`config.mk`:
```
export PLATFORM = sky130hd
export DESIGN_NAME = mem_arbiter
export DESIGN_NICKNAME = d
export VERILOG_FILES = /design/src/rtl/mem_arb_pkg.sv /design/src/rtl/mem_arbiter.sv
export SDC_FILE = /design/constraint.sdc
export NUM_CORES = 1
export LEC_CHECK = 0
export CAP_MARGIN = 15
export CORE_UTILIZATION = 41
export CTS_CLUSTER_DIAMETER = 40
export DETAILED_ROUTE_END_ITERATION = 8
export GPL_TIMING_DRIVEN = 0
export HOLD_SLACK_MARGIN = 0.06
export PLACE_DENSITY = 0.91
export SYNTH_ARGS = -nofsm -noshare
export SYNTH_HDL_FRONTEND = slang
export SYNTH_SLANG_ARGS = --single-unit
export TNS_END_PERCENT = 10
```
`constraint.sdc`:
```
create_clock -name clk -period 6.3 [get_ports clk]
set_input_delay 1.89 -clock clk [delete_from_list [all_inputs] [get_ports clk]]
set_output_delay 1.89 -clock clk [all_outputs]
set_load 0.05 [all_outputs]
```
`src/rtl/mem_arb_pkg.sv`:
```
// Shared types and constants for the instruction/data memory port arbiter.
package mem_arb_pkg;

    typedef enum logic [1:0] {
        StIdle,
        StFetch,
        StData
    } arb_state_e;

    localparam int unsigned StarveMaxDefault = 4;
    localparam int unsigned AddrW            = 32;
    localparam int unsigned DataW            = 32;
    localparam int unsigned MaskW            = 4;

    localparam logic [MaskW-1:0] FetchMask = '1;

endpackage

```
`src/rtl/mem_arbiter.sv`:
```
// Arbitrates fetch and data requests onto one memory port, one access at a time.
// Data wins ties unless fetch has been passed over STARVE_MAX times in a row.
module mem_arbiter
    import mem_arb_pkg::*;
#(
    parameter int unsigned STARVE_MAX = StarveMaxDefault
) (
    input  logic             clk,
    input  logic             rst,

    input  logic             if_req,
    input  logic [AddrW-1:0] if_addr,
    output logic [DataW-1:0] if_rdata,
    output logic             if_valid,

    input  logic             dm_req,
    input  logic             dm_we,
    input  logic [AddrW-1:0] dm_addr,
    input  logic [DataW-1:0] dm_wdata,
    input  logic [MaskW-1:0] dm_mask,
    output logic [DataW-1:0] dm_rdata,
    output logic             dm_valid,

    output logic             bus_req,
    output logic             bus_we,
    output logic [AddrW-1:0] bus_addr,
    output logic [DataW-1:0] bus_wdata,
    output logic [MaskW-1:0] bus_mask,
    input  logic             bus_ack,
    input  logic [DataW-1:0] bus_rdata,

    output logic             stall_IF,
    output logic             stall_MW
);

    localparam int unsigned     CntW   = $clog2(STARVE_MAX + 1);
    localparam logic [CntW-1:0] CntMax = CntW'(STARVE_MAX);

    arb_state_e       state_q, state_d;
    logic [CntW-1:0]  starve_cnt_q, starve_cnt_d;
    logic             bus_we_q, bus_we_d;
    logic [AddrW-1:0] bus_addr_q, bus_addr_d;
    logic [DataW-1:0] bus_wdata_q, bus_wdata_d;
    logic [MaskW-1:0] bus_mask_q, bus_mask_d;
    logic             if_valid_q, if_valid_d;
    logic             dm_valid_q, dm_valid_d;
    logic [DataW-1:0] if_rdata_q, if_rdata_d;
    logic [DataW-1:0] dm_rdata_q, dm_rdata_d;

    logic data_wins;

    // Data is preferred unless fetch is waiting and has hit its starvation limit.
    assign data_wins = dm_req && ((starve_cnt_q < CntMax) || !if_req);

    always_comb begin
        state_d      = state_q;
        starve_cnt_d = starve_cnt_q;
        bus_we_d     = bus_we_q;
        bus_addr_d   = bus_addr_q;
        bus_wdata_d  = bus_wdata_q;
        bus_mask_d   = bus_mask_q;
        if_valid_d   = 1'b0;
        dm_valid_d   = 1'b0;
        if_rdata_d   = if_rdata_q;
        dm_rdata_d   = dm_rdata_q;

        unique case (state_q)
            StIdle: begin
                if (data_wins) begin
                    state_d     = StData;
                    bus_we_d    = dm_we;
                    bus_addr_d  = dm_addr;
                    bus_wdata_d = dm_wdata;
                    bus_mask_d  = dm_mask;
                    if (!if_req) begin
                        starve_cnt_d = '0;
                    end else if (starve_cnt_q != CntMax) begin
                        starve_cnt_d = starve_cnt_q + CntW'(1);
                    end
                end else if (if_req) begin
                    state_d      = StFetch;
                    bus_we_d     = 1'b0;
                    bus_addr_d   = if_addr;
                    bus_wdata_d  = '0;
                    bus_mask_d   = FetchMask;
                    starve_cnt_d = '0;
                end
            end
            StFetch: begin
                if (bus_ack) begin
                    state_d    = StIdle;
                    if_valid_d = 1'b1;
                    if_rdata_d = bus_rdata;
                end
            end
            StData: begin
                if (bus_ack) begin
                    state_d    = StIdle;
                    dm_valid_d = 1'b1;
                    // Stores leave the last load result visible.
                    if (!bus_we_q) begin
                        dm_rdata_d = bus_rdata;
                    end
                end
            end
            default: state_d = StIdle;
        endcase
    end

    always_ff @(posedge clk or posedge rst) begin
        if (rst) begin
            state_q      <= StIdle;
            starve_cnt_q <= '0;
            bus_we_q     <= 1'b0;
            bus_addr_q   <= '0;
            bus_wdata_q  <= '0;
            bus_mask_q   <= '0;
            if_valid_q   <= 1'b0;
            dm_valid_q   <= 1'b0;
            if_rdata_q   <= '0;
            dm_rdata_q   <= '0;
        end else begin
            state_q      <= state_d;
            starve_cnt_q <= starve_cnt_d;
            bus_we_q     <= bus_we_d;
            bus_addr_q   <= bus_addr_d;
            bus_wdata_q  <= bus_wdata_d;
            bus_mask_q   <= bus_mask_d;
            if_valid_q   <= if_valid_d;
            dm_valid_q   <= dm_valid_d;
            if_rdata_q   <= if_rdata_d;
            dm_rdata_q   <= dm_rdata_d;
        end
    end

    assign bus_req   = (state_q != StIdle);
    assign bus_we    = bus_we_q;
    assign bus_addr  = bus_addr_q;
    assign bus_wdata = bus_wdata_q;
    assign bus_mask  = bus_mask_q;
    assign if_valid  = if_valid_q;
    assign dm_valid  = dm_valid_q;
    assign if_rdata  = if_rdata_q;
    assign dm_rdata  = dm_rdata_q;
    assign stall_IF  = if_req & ~if_valid_q;
    assign stall_MW  = dm_req & ~dm_valid_q;

endmodule

```
# Word level (Yosys, flattened, before mapping)
# Cells that the tools add are included.
[totals]
ff_bits = 140
in_bits = 138
output_inout_bits = 138
wordCells = 54
[classes]
addsub = 1
n_lt_le_gt_ge = 1
n_eq_ne = 6
muxes = 19
bitwise = 5
n_reduce_logical = 12
[ops]
columns = ["cell", "n"]
rows = [
  ["32-bit two-way mux", 4],
  ["3-bit two-way mux", 4],
  ["4-bit two-way mux", 2],
  ["2-bit two-way mux", 3],
  ["3-bit inequality test, second input constant", 2],
  ["2-bit AND reduction", 3],
  ["3-bit AND reduction", 2],
  ["1-bit two-way mux", 5],
  ["2-bit one-hot mux with 2 select lines", 1],
  ["2-bit nonzero test", 2],
  ["3-bit by 1-bit adder with 3-bit output, second input constant", 1],
  ["3-bit < comparator, second input constant", 1],
  ["3-bit by 2-bit inequality test with 1-bit output, second input constant", 1],
  ["1-bit inverter", 3],
  ["1-bit AND", 2],
  ["2-bit by 1-bit == test with 1-bit output, second input constant", 1],
  ["2-bit == test, second input constant", 1],
  ["2-bit zero test", 1],
  ["2-bit by 1-bit inequality test with 1-bit output, second input constant", 1],
  ["2-bit OR reduction", 1],
  ["1-bit logical AND", 1],
  ["1-bit zero test", 1],
  ["1-bit logical OR", 1],
]

# Logic depth before layout (Yosys ltp)
[logic_depth]
ltp_word = 5
ltp_mapped = 7
mapped_depth_nobuf = 5

# Worst setup path before layout
# Ideal clock, no wire load.
[synth_timing]
kind = "input-to-output"
from = "input if_req"
to = "output stall_IF"
arrival_ns = 2.784
required_time_ns = 4.410
setup_slack_ns = 1.626
cell_stages = 2
path_buffers = 1
path_cell_list = "buf_4 nor2b_1"
[synth_between]
elab_chain_cells = 1
[synth_rtl]
columns = ["item", "line_no", "source"]
rows = [
  ["start, declared", "mem_arbiter.sv:11", "input logic if_req,"],
  ["1-bit AND", "mem_arbiter.sv:145", "assign stall_IF = if_req & ~if_valid_q;"],
  ["end, declared", "mem_arbiter.sv:32", "output logic stall_IF,"],
]
# No other way between the ends.

# Worst setup path after layout
[layout_timing]
from = "input dm_req"
to = "output stall_MW"
[layout_between]
elab_chain_cells = 1
[layout_rtl]
columns = ["item", "line_no", "source"]
rows = [
  ["start, declared", "mem_arbiter.sv:16", "input logic dm_req,"],
  ["1-bit AND", "mem_arbiter.sv:146", "assign stall_MW = dm_req & ~dm_valid_q;"],
  ["end, declared", "mem_arbiter.sv:33", "output logic stall_MW"],
]
# No other way between the ends.

==> metrics.csv <==
metric;value;unit
core.rowCount;42;
slew_viol_final;0;
worst_hold_path_type;reg -> reg;
clockPowerShare;0.165;
cpMaxStageDelayCell;clkdlybuf4s50_1;
yosys-top-cells-area;dfrtp_1 61%, mux2_4 7.9%, mux2_2 6.9%, a21oi_1 5.6%, a22o_1 5.5%;
min_period_over_period;0.867;
final.fill_count;896;
power.density;673;mW/mm^2
unrepaired_setup_endpoints_after_global_routing;false;
gr-total-overflow;0;
worst_pin_slew;580;ps
fp.coreArea;0.0134;mm^2
antenna_found_initial;0;
drt.antenna.violating_nets;0;
postCtsHoldBufs;0;
p_sw;2.95;mW
synth_flop_cell;dfrtp_1;
cts_max_level;4;
power_switching_share;0.470;
max_freq;183;MHz
place_hpwl;12100;um
p_leak;4.11;nW
grt_start_max_net_pins;79;
die_height;120;um
route.vias.total;4656;
p_int;3.33;mW
gp_congestion;0.831;
first_global_vias;4924;
most_instantiated_cells_after_synthesis;140 x dfrtp_1, 64 x a21oi_1, 36 x a22o_1;
synthDominantAreaCellType;dfrtp_1;
area_growth;63.3;%
drive_above_1_share;0.177;
synthesized_flop_and_latch_total;140;
insertedDiodeCount;0;
postSynthNetCount;578;
synthesis.area;0.00571;mm^2
cts_tree;built;
clock_tree.root_cell;clkbuf_16;
max-vdd-ir-drop;436;uV
number_of_placed_i_o_pins;276;
clock_sink_count;140;
gr-usage-all-layers;0.234;
number_of_flops_mapped_to_enable_cells_by_yosys;0;
detailedPlace.worstSlack;847;ps
post_synth_num_cell_types;27;
netlist_instances;435;
route.detailed.wl_per_inst;17.9;um
ctsLongestPathBuffers;2;
fin_nets;872;
power_frac_comb;0.575;
cpPeakStageDelay;840;ps
drc;0;
final.min_clock_period;5460;ps
final_hold_viol_count;0;
timing.critical_path.mode_cell;clkdlybuf4s50_1;
maximum_fanout_along_the_worst_path;7;
slew-limit-headroom;0.613;
syn_area_per_cell;13.1;um^2
cts_repair_resize_count;0;
synth_top_area_share;0.614;
first_pass_iteration_count_of_the_detailed_router;4;
post-cts-setup-buffer-count;0;
finalSetupViolCount;0;
proportion_of_power_drawn_by_flip_flops_and_latches;0.260;
finalWorstSetupSlack;836;ps
dieWidth;120;um
outcome;finished, final reports clean;
initial_core_util;0.426;
drt_iter0_drc;292;
syn_warnings;0;
clk_pin_slew;50;ps
via_per_inst;5.07;
design.die.area;0.0144;mm^2
critical_path_endpoint_category;output port;
timing.clock.skew;8.25;ps
grt_first_pass_wirelength;25700;um
clock_latency;410;ps
seq_area_frac_synth;0.614;
post-synth-top-count-cell;dfrtp_1;
worstSetupStartpointType;input port;
wl;16400;um
cts_made_buffers;17;
critical_path.cell_chain;clkdlybuf4s50_1 > inv_1 > nor2_1 > clkdlybuf4s50_1;
drv.max_cap_violation_count;0;
buffer_ports.inserted;274;
worstPathRequired;4410;ps
fin_util;0.696;
worst-setup-path-type;in -> out;
design_power_total;6.28;mW
worst-endpoint-arrival;3570;ps
async_reset_ff_frac;1.00;
[per-layer routing]
metal  vias up  part of all wire  GRT usage
met3        47             0.055     0.0561
li1       2110                 -          -
met2       204              0.52      0.399
met5         -                 0          0
met4         0             0.036      0.116
met1      2295              0.39      0.275
[stage by stage]
| stage | hold WS, ps | instances | instance area [um^2] | TNS (ps) |
|---|---|---|---|---|
| 6_report | 492 | 918 | 9320 | 0 |
| 5_1_grt | 511 | 918 | 9320 | 0 |
| 4_1_cts | 500 | 918 | 9320 | 0 |
| 3_5_place_dp | 481 | 886 | 8700 | 0 |
| 3_3_place_gp | 474 | 885 | 8670 | -130090 |
| 2_1_floorplan | 499 | 435 | 5710 | 0 |
[flip-flops by register name, indices dropped and copies added, names as in the netlist, 2 cells and up]
register / flops
if_rdata: 32
dm_rdata: 32
bus_wdata: 32
starve_cnt_q: 3
state_q: 2
bus_mask: 4
bus_addr: 32
[critical path, delay by kind of cell]
kind                   cells  cell delay [ps]
buffers and inverters      3             1570
AND/OR/NAND/NOR            1              110
[layout by cell type, fill, tap and decap left out]
master / n
clkbuf_8: 2
mux2_2: 35
o21ai_2: 1
nor2b_1: 3
ha_1: 5
dfrtp_1: 140
o22ai_1: 1
clkbuf_1: 2
inv_6: 3
nand2b_1: 2
a21boi_4: 1
nor2_1: 33
buf_4: 9
nor3b_2: 1
a22o_1: 36
clkinvlp_4: 6
buf_16: 1
buf_6: 6
nand2_2: 1
clkinv_4: 1
clkbuf_16: 17
a21bo_1: 1
inv_1: 7
and2_1: 1
a21oi_4: 1
o21a_1: 1
a21o_1: 1
buf_2: 13
mux2_4: 30
clkdlybuf4s50_1: 274
o21ai_0: 3
a21oi_1: 64
nand2_1: 33
o22a_1: 4
bufinv_16: 3
[cell type report]
| type | count | area [um^2] | area share |
|---|---|---|---|
| multi-input cells | 258 | 1970 | 0.212 |
| plain buffers | 29 | 204 | 0.0219 |
| clock inverters | 12 | 161 | 0.0173 |
| repair buffers | 275 | 2770 | 0.297 |
| flip-flops and latches | 140 | 3500 | 0.376 |
| clock buffers | 20 | 457 | 0.0490 |
| inverters | 8 | 35.0 | 0.00376 |
| well taps | 176 | 220 | 0.0236 |
[power by group through the flow]
stage	logic, mW	clock network (mW)	registers, mW
2_1_floorplan	0.844	0	3.14
4_1_cts	3.63	1.05	1.63
5_1_grt	3.76	1.09	1.68
3_3_place_gp	3.54	0	1.60
3_5_place_dp	3.61	0	1.63
6_report	3.61	1.03	1.63
[cells by family (layout without fill, tap and decap cells)]
group                    count (synthesis)  in the layout  synth area share
AO/OA/AOI/OAI                          114            114             0.133
adder cells (fa/ha/maj)                  5              5            0.0110
buffers and inverters                   37            344            0.0410
flip-flops                             140            140             0.614
multiplexers                            65             65             0.148
AND/OR/NAND/NOR                         74             74            0.0533
[path summary, 6_finish.rpt]
check	startpoint	endpoint	slack, ps	depth (start not counted)
min reg2reg	bus_mask[1]	bus_mask[1]	490	1
max in group asynchronous	rst	dm_rdata[5]	3590	3
min	bus_mask[1]	bus_mask[1]	490	1
min in group asynchronous	rst	bus_wdata[5]	1940	2
max reg2reg	state_q[1]	bus_wdata[10]	4550	6
max	dm_req	stall_MW	840	4
Note: power is estimated with default switching activity, not from simulation.
